`config.mk`:
```
export PLATFORM = sky130hd
export DESIGN_NAME = alu_control_mdu
export DESIGN_NICKNAME = d
export VERILOG_FILES = /design/src/rtl/alu_control_mdu.sv
export SDC_FILE = /design/constraint.sdc
export NUM_CORES = 1
export LEC_CHECK = 0
export ABC_AREA = 1
export BUFFER_PORTS_ARGS = -buffer_cell sky130_fd_sc_hd__buf_2
export CELL_PAD_IN_SITES_DETAIL_PLACEMENT = 1
export CELL_PAD_IN_SITES_GLOBAL_PLACEMENT = 1
export CORE_ASPECT_RATIO = 1.75
export CORE_MARGIN = 2
export CORE_UTILIZATION = 40
export CTS_CLUSTER_DIAMETER = 120
export DETAILED_ROUTE_END_ITERATION = 10
export MAX_ROUTING_LAYER = met4
export PLACE_DENSITY_LB_ADDON = 0.1
export SLEW_MARGIN = 20
export SYNTH_ARGS = -nofsm -noshare
export SYNTH_HDL_FRONTEND = slang
export SYNTH_SLANG_ARGS = --single-unit
```
`constraint.sdc`:
```
create_clock -name clk -period 7.9 [get_ports clk]
set_clock_uncertainty 0.15 [all_clocks]
set_input_delay 1.58 -clock clk [delete_from_list [all_inputs] [get_ports clk]]
set_output_delay 1.58 -clock clk [all_outputs]
set_load 0.005 [all_outputs]
```
`src/rtl/alu_control_mdu.sv`:
```
// alu_control_mdu
//   Combinational RV32I ALU-operation decoder plus an iterative RV32M
//   multiply/divide sequencer (radix-2, one step per cycle) that stalls the
//   core while an M-extension instruction executes.
//
// Ports
//   clk, rst            core clock (rising edge), asynchronous active-high reset
//   valid               instruction in decode is live
//   kill                synchronous abort of an in-flight M op (pipeline flush)
//   instruction_funct3  instr[14:12]
//   instruction_funct7  instr[31:25]
//   ALUOp               000 ld/st, 001 branch, 010 R-type, 011 I-type ALU, 100 LUI
//   rs1_data, rs2_data  operands A and B
//   ALU_Operation       4-bit ALU op select
//   illegal             unsupported funct encoding
//   stall               hold PC and pipeline
//   mdu_done            mdu_result valid this cycle
//   mdu_result          M-op result (holds until the next result is written)
module alu_control_mdu #(
   parameter int XLEN  = 32,
   parameter int CNT_W = $clog2(XLEN)
) (
   input  logic            clk,
   input  logic            rst,
   input  logic            valid,
   input  logic            kill,
   input  logic [2:0]      instruction_funct3,
   input  logic [6:0]      instruction_funct7,
   input  logic [2:0]      ALUOp,
   input  logic [XLEN-1:0] rs1_data,
   input  logic [XLEN-1:0] rs2_data,
   output logic [3:0]      ALU_Operation,
   output logic            illegal,
   output logic            stall,
   output logic            mdu_done,
   output logic [XLEN-1:0] mdu_result
);

   localparam logic [3:0] OP_AND   = 4'b0000;
   localparam logic [3:0] OP_OR    = 4'b0001;
   localparam logic [3:0] OP_ADD   = 4'b0010;
   localparam logic [3:0] OP_XOR   = 4'b0011;
   localparam logic [3:0] OP_SLL   = 4'b0100;
   localparam logic [3:0] OP_SRL   = 4'b0101;
   localparam logic [3:0] OP_SUB   = 4'b0110;
   localparam logic [3:0] OP_SRA   = 4'b0111;
   localparam logic [3:0] OP_SLT   = 4'b1000;
   localparam logic [3:0] OP_SLTU  = 4'b1001;
   localparam logic [3:0] OP_PASSB = 4'b1010;

   localparam logic [6:0] F7_BASE = 7'b0000000;
   localparam logic [6:0] F7_ALT  = 7'b0100000;
   localparam logic [6:0] F7_MUL  = 7'b0000001;

   localparam logic [CNT_W-1:0] LAST_STEP = CNT_W'(XLEN - 1);

   // ------------------------------------------------------------------
   // ALU operation decode (independent of sequencer state)
   // ------------------------------------------------------------------
   always_comb begin
      ALU_Operation = OP_ADD;
      illegal       = 1'b0;
      case (ALUOp)
         3'b000: ALU_Operation = OP_ADD;
         3'b100: ALU_Operation = OP_PASSB;
         3'b001: begin
            case (instruction_funct3)
               3'b000, 3'b001: ALU_Operation = OP_SUB;
               3'b100, 3'b101: ALU_Operation = OP_SLT;
               3'b110, 3'b111: ALU_Operation = OP_SLTU;
               default:        illegal = 1'b1;
            endcase
         end
         3'b010: begin
            if (instruction_funct7 == F7_BASE) begin
               case (instruction_funct3)
                  3'b000:  ALU_Operation = OP_ADD;
                  3'b001:  ALU_Operation = OP_SLL;
                  3'b010:  ALU_Operation = OP_SLT;
                  3'b011:  ALU_Operation = OP_SLTU;
                  3'b100:  ALU_Operation = OP_XOR;
                  3'b101:  ALU_Operation = OP_SRL;
                  3'b110:  ALU_Operation = OP_OR;
                  default: ALU_Operation = OP_AND;
               endcase
            end else if (instruction_funct7 == F7_ALT) begin
               case (instruction_funct3)
                  3'b000:  ALU_Operation = OP_SUB;
                  3'b101:  ALU_Operation = OP_SRA;
                  default: illegal = 1'b1;
               endcase
            end else if (instruction_funct7 != F7_MUL) begin
               // M-extension ops are legal; their result comes from the MDU.
               illegal = 1'b1;
            end
         end
         3'b011: begin
            // funct7 is immediate bits except for the shift-immediates.
            case (instruction_funct3)
               3'b000: ALU_Operation = OP_ADD;
               3'b010: ALU_Operation = OP_SLT;
               3'b011: ALU_Operation = OP_SLTU;
               3'b100: ALU_Operation = OP_XOR;
               3'b110: ALU_Operation = OP_OR;
               3'b111: ALU_Operation = OP_AND;
               3'b001: begin
                  if (instruction_funct7 == F7_BASE) ALU_Operation = OP_SLL;
                  else                               illegal = 1'b1;
               end
               default: begin
                  if (instruction_funct7 == F7_BASE)     ALU_Operation = OP_SRL;
                  else if (instruction_funct7 == F7_ALT) ALU_Operation = OP_SRA;
                  else                                   illegal = 1'b1;
               end
            endcase
         end
         default: illegal = 1'b1;
      endcase
   end

   // ------------------------------------------------------------------
   // Multiply / divide sequencer
   // ------------------------------------------------------------------
   typedef enum logic [1:0] {IDLE, CALC, FIX, DONE} state_t;

   state_t              state, state_next;
   logic [CNT_W-1:0]    counter;
   logic [2:0]          op;
   logic [XLEN-1:0]     opnd;       // multiplicand (mul) or divisor (div) magnitude
   logic [2*XLEN-1:0]   acc;        // {high, low}: product, or {remainder, quotient}
   logic                neg_q;      // product / quotient sign
   logic                neg_r;      // remainder sign

   logic                m_req, capture, div_zero, a_signed, b_signed, sa, sb;
   logic [XLEN-1:0]     a_mag_in, b_mag_in;

   assign m_req    = valid && (ALUOp == 3'b010) && (instruction_funct7 == F7_MUL);
   assign capture  = (state == IDLE) && m_req && !kill;
   assign div_zero = instruction_funct3[2] && (rs2_data == '0);

   // rs1 is signed for MULH, MULHSU, DIV, REM; rs2 for MULH, DIV, REM.
   assign a_signed = (instruction_funct3 == 3'b001) || (instruction_funct3 == 3'b010) ||
                     (instruction_funct3 == 3'b100) || (instruction_funct3 == 3'b110);
   assign b_signed = (instruction_funct3 == 3'b001) || (instruction_funct3 == 3'b100) ||
                     (instruction_funct3 == 3'b110);
   assign sa       = a_signed && rs1_data[XLEN-1];
   assign sb       = b_signed && rs2_data[XLEN-1];
   // MIN stays MIN as an unsigned magnitude, which makes MIN/-1 come out right.
   assign a_mag_in = sa ? (~rs1_data + 1'b1) : rs1_data;
   assign b_mag_in = sb ? (~rs2_data + 1'b1) : rs2_data;

   // Shift-add step: add multiplicand into the high half when the
   // multiplier LSB is set, then shift the whole accumulator right.
   logic [XLEN:0]     mul_sum;
   logic [2*XLEN-1:0] mul_step;
   assign mul_sum  = {1'b0, acc[2*XLEN-1:XLEN]} + (acc[0] ? {1'b0, opnd} : '0);
   assign mul_step = {mul_sum, acc[XLEN-1:1]};

   // Restoring divide step: shift left, trial-subtract the divisor.
   logic [XLEN:0]     rem_sh, div_diff;
   logic [2*XLEN-1:0] div_step;
   assign rem_sh   = acc[2*XLEN-1:XLEN-1];
   assign div_diff = rem_sh - {1'b0, opnd};
   assign div_step = div_diff[XLEN] ? {rem_sh[XLEN-1:0], acc[XLEN-2:0], 1'b0}
                                    : {div_diff[XLEN-1:0], acc[XLEN-2:0], 1'b1};

   // Sign correction and half / quotient-remainder selection.
   logic [2*XLEN-1:0] prod;
   logic [XLEN-1:0]   quo, rem, fix_result;
   assign prod = neg_q ? (~acc + 1'b1) : acc;
   assign quo  = neg_q ? (~acc[XLEN-1:0] + 1'b1) : acc[XLEN-1:0];
   assign rem  = neg_r ? (~acc[2*XLEN-1:XLEN] + 1'b1) : acc[2*XLEN-1:XLEN];

   always_comb begin
      fix_result = '0;
      if (op[2])              fix_result = op[1] ? rem : quo;
      else if (op[1:0] == 2'b00) fix_result = prod[XLEN-1:0];
      else                    fix_result = prod[2*XLEN-1:XLEN];
   end

   always_comb begin
      state_next = state;
      stall      = 1'b0;
      mdu_done   = 1'b0;
      case (state)
         IDLE: begin
            stall = m_req && !kill;
            if (capture) state_next = div_zero ? DONE : CALC;
         end
         CALC: begin
            stall = 1'b1;
            if (kill)                      state_next = IDLE;
            else if (counter == LAST_STEP) state_next = FIX;
         end
         FIX: begin
            stall      = 1'b1;
            state_next = kill ? IDLE : DONE;
         end
         DONE: begin
            // The instruction still in decode is the one retiring; no capture.
            mdu_done   = 1'b1;
            state_next = IDLE;
         end
         default: state_next = IDLE;
      endcase
   end

   always_ff @(posedge clk or posedge rst) begin
      if (rst) begin
         state      <= IDLE;
         counter    <= '0;
         op         <= '0;
         opnd       <= '0;
         acc        <= '0;
         neg_q      <= 1'b0;
         neg_r      <= 1'b0;
         mdu_result <= '0;
      end else begin
         state <= state_next;
         case (state)
            IDLE: begin
               if (capture) begin
                  op      <= instruction_funct3;
                  opnd    <= instruction_funct3[2] ? b_mag_in : a_mag_in;
                  acc     <= {{XLEN{1'b0}}, (instruction_funct3[2] ? a_mag_in : b_mag_in)};
                  neg_q   <= sa ^ sb;
                  neg_r   <= sa;
                  counter <= '0;
                  if (div_zero) mdu_result <= instruction_funct3[1] ? rs1_data : '1;
               end
            end
            CALC: begin
               if (!kill) begin
                  acc     <= op[2] ? div_step : mul_step;
                  counter <= counter + 1'b1;
               end
            end
            FIX: begin
               if (!kill) mdu_result <= fix_result;
            end
            default: ;
         endcase
      end
   end

endmodule

```
==> impl_results.md <==
- Pwr Density: 335 nW/µm²
- Most frequent cells in the layout: nand2_1 (1,172), inv_1 (445), nand3_1 (398)
- Port bufs: 119
- Final worst-path cycle share: 63.1%
- CP Max Fanout: 49
- Overall Global Routing Usage: 44.2%
- First DRT Iteration DRCs: 1,808
- Final hold vios: 0
- Routing usage on met2: 76.2%
- Reg-to-reg endpoint: acc[2]
- Via-to-Cell Ratio: 5.96
- Worst reg2reg startpoint: state[1]
- M3 GR Usage: 7.17%
- Setup CP Type: primary input to primary output
- Gr ovfl total: 0
- Hold endpoint: mdu_result[0]
- TNS Setup: 0 ns
- Total of warnings raised by yosys: 0
- Core area: 45,800 µm²
- Fin nets: 3,584
- Clock sinks: 140
- Crit end category: primary output
- Place WS: 2.64 ns
- Post-Syn Instances: 3,373
- Initial antenna violation count: 2
- Final min period: 4.99 ns
- Startpoint types: primary input
- Chip height: 288 µm
- Required time of the critical path: 6.17 ns
- Max Cap Viol: 0
- Crit path DAT: 3.26 ns
- GPL Wtd Cong: 1.06
- Drt pass-1 iters: 6
- CTS tree: done
- Number of synthesized flops with an enable pin: 0
- Slew @ Worst Pin: 0.902 ns
- First-pass GRT wire length: 153,000 µm
- Die width: 166 µm
- Post-CTS Hold Buffers: 0
- Maximum clock frequency: 201 MHz
- Vias post-DR: 24,000
- VDD IR-drop max: 0.194 mV
- Vias in the first global route: 24,800
- WL final: 104,000 µm
- Clk buf depth: 2
- P&R area growth vs syn: 8.79%
- Outcome: finished clean
- FFs w/ async S/R, synth: 100%
- Worst-Skew Late Latency: 0.46 ns
- Wire per inst: 25.9 µm
- Residual DRC: 0
- Final setup margin: 2.91 ns
- IO Pins: 120
- Hold Startpoint: mdu_result[0]
- Post-CTS setup buffer count: 0
- Depth of the worst register-to-register path: 11
- Rel. slew slack: 39.9%
- Commonest non-fill, non-tap cell in the layout: nand2_1
- Flops & latches, synth: 140
- WHS Path Cells: 2
- RSZ-0062 raised after global routing: false
- Pin count of the biggest net entering global routing: 105
- Sequential area share after synthesis: 19.0%
- GR peak layer: met2
- HP Class: flip-flop to flip-flop
- Post-DP HPWL: 85,000 µm
- Final max-slew violation count: 0
- Number of H-tree levels: 4
- Ratio of cells with drive above 1 in the final layout: 6.51%
- Starting Density: 40.3%
- Net Count, Synth: 3,531
- Reg-to-reg slack, setup: 3.31 ns
- Residual antenna-violating net count after detailed routing: 0
- Root Buffer Master: clkbuf_16
- Synth Flop Type: dfrtp_1
- Die area: 47,900 µm²
- Final setup fails: 0
- GRT met1 Usage: 40.7%
- Netlist Area Pre-Place: 18,500 µm²
- Gates resized, CTS repair: 0
- Avg Cell Area, Syn: 5.47 µm²
- Yosys cell types: 53
- Cell Rows: 104
- Leakage: 0.0108 µW
- Total CTS buffers: 17
- Filler Cells Inserted: 6,681
- Clock slew at reported path FFs: 0.07 ns
==> cells by family (layout without fill, tap and decap cells) <==
family	Yosys count	after routing	synth area share, %
flip-flops	140	140	19.0
XOR/XNOR	64	64	3.04
AND/OR/NAND/NOR	2073	2073	46.7
other	0	2	0
buffers and inverters	571	637	12.2
adder cells (fa/ha/maj)	77	77	5.30
AO/OA/AOI/OAI	447	447	13.6
multiplexers	1	1	0.0610
==> per-stage QoR <==
step	hold WS (ns)	cell area, µm²	power, µW	util (%)	std cells
2_1_floorplan	0.304	18500	3960	-	3373
3_3_place_gp	0.309	19500	5560	42.5	3989
3_5_place_dp	0.310	19500	5700	42.5	3989
4_1_cts	0.337	20000	6560	43.8	4021
5_1_grt	0.359	20100	7140	43.8	4024
6_report	0.338	20100	6720	43.8	4024
==> per-layer routing <==
metal / part of all wire (%) / wire [µm] / vias up
met5: 0 / 0 / -
met4: 13 / 13200 / 0
met3: 5.6 / 5790 / 530
met2: 49 / 51100 / 1017
met1: 33 / 34100 / 11600
li1: - / - / 10900
==> critical path, cell delays in order <==
cell and delay [ns]:
buf_2 0.07, buf_4 0.46, inv_2 0.41, nor2_1 0.32, nand2_1 0.08, o211ai_1 0.14, buf_2 0.17
==> worst max path at each step <==
stage                           from          endpoint  cells past startpoint
2_1_floorplan                    rst            acc[0]                      1
3_3_place_gp                ALUOp[1]            acc[0]                     13
3_5_place_dp                ALUOp[1]            acc[2]                     14
4_1_cts        instruction_funct3[2]  ALU_Operation[0]                      7
5_1_grt                     ALUOp[1]            acc[2]                     14
6_report       instruction_funct3[2]  ALU_Operation[0]                      7
==> area by class of cell <==
cell class	instances	area [µm²]	area share (%)
clock inverter	14	153	0.760
tap	583	729	3.63
antenna	2	5.00	0.0249
sequential	140	3510	17.5
clock buffer	18	429	2.14
inverter	460	1730	8.63
multi-input combinational	2662	12700	63.3
timing repair buffer	145	811	4.04
==> registers in the layout (all words and copies together) (netlist names) <==
name	cells
neg_q	1
neg_r	1
counter	5
op	3
mdu_result	32
state	2
opnd	32
acc	64
==> synth_stat cells, types with 2 or more instances <==
cell type	number	share of area (%)
a21o_1	3	0.12
nand3_1	398	11
inv_1	446	9.1
or2_2	9	0.31
a22oi_1	18	0.73
clkbuf_1	61	1.2
xnor2_1	14	0.66
o31ai_1	3	0.12
a21oi_1	185	5.0
nor2_2	5	0.17
buf_4	7	0.28
nor3b_1	2	0.081
nand2_1	1172	24
a31oi_1	3	0.10
buf_2	21	0.57
inv_2	9	0.18
nor3_1	36	0.98
o211ai_1	36	1.5
nor4_1	4	0.14
and2_1	3	0.10
a21boi_0	2	0.081
nand4_1	29	0.98
nor2_4	4	0.24
o22ai_1	2	0.068
clkinv_1	5	0.10
xor2_1	50	2.4
o221ai_1	14	0.66
o21ai_0	154	4.2
ha_1	75	5.1
o21bai_1	12	0.49
o21ai_1	8	0.22
nor2_1	375	7.6
buf_6	8	0.49
nand2_2	7	0.24
buf_1	14	0.28
nand3b_1	20	0.81
nand2_4	2	0.12
nand3_2	2	0.11
dfrtp_1	140	19
fa_1	2	0.22
==> power breakdown <==
| group | internal, µW | switching (µW) | leakage, µW |
|---|---|---|---|
| clock network | 447 | 397 | 0.000276 |
| logic | 1270 | 3170 | 0.00883 |
| registers | 961 | 475 | 0.00165 |
| total | 2680 | 4040 | 0.0108 |
Power figures use the tool's default switching activity.
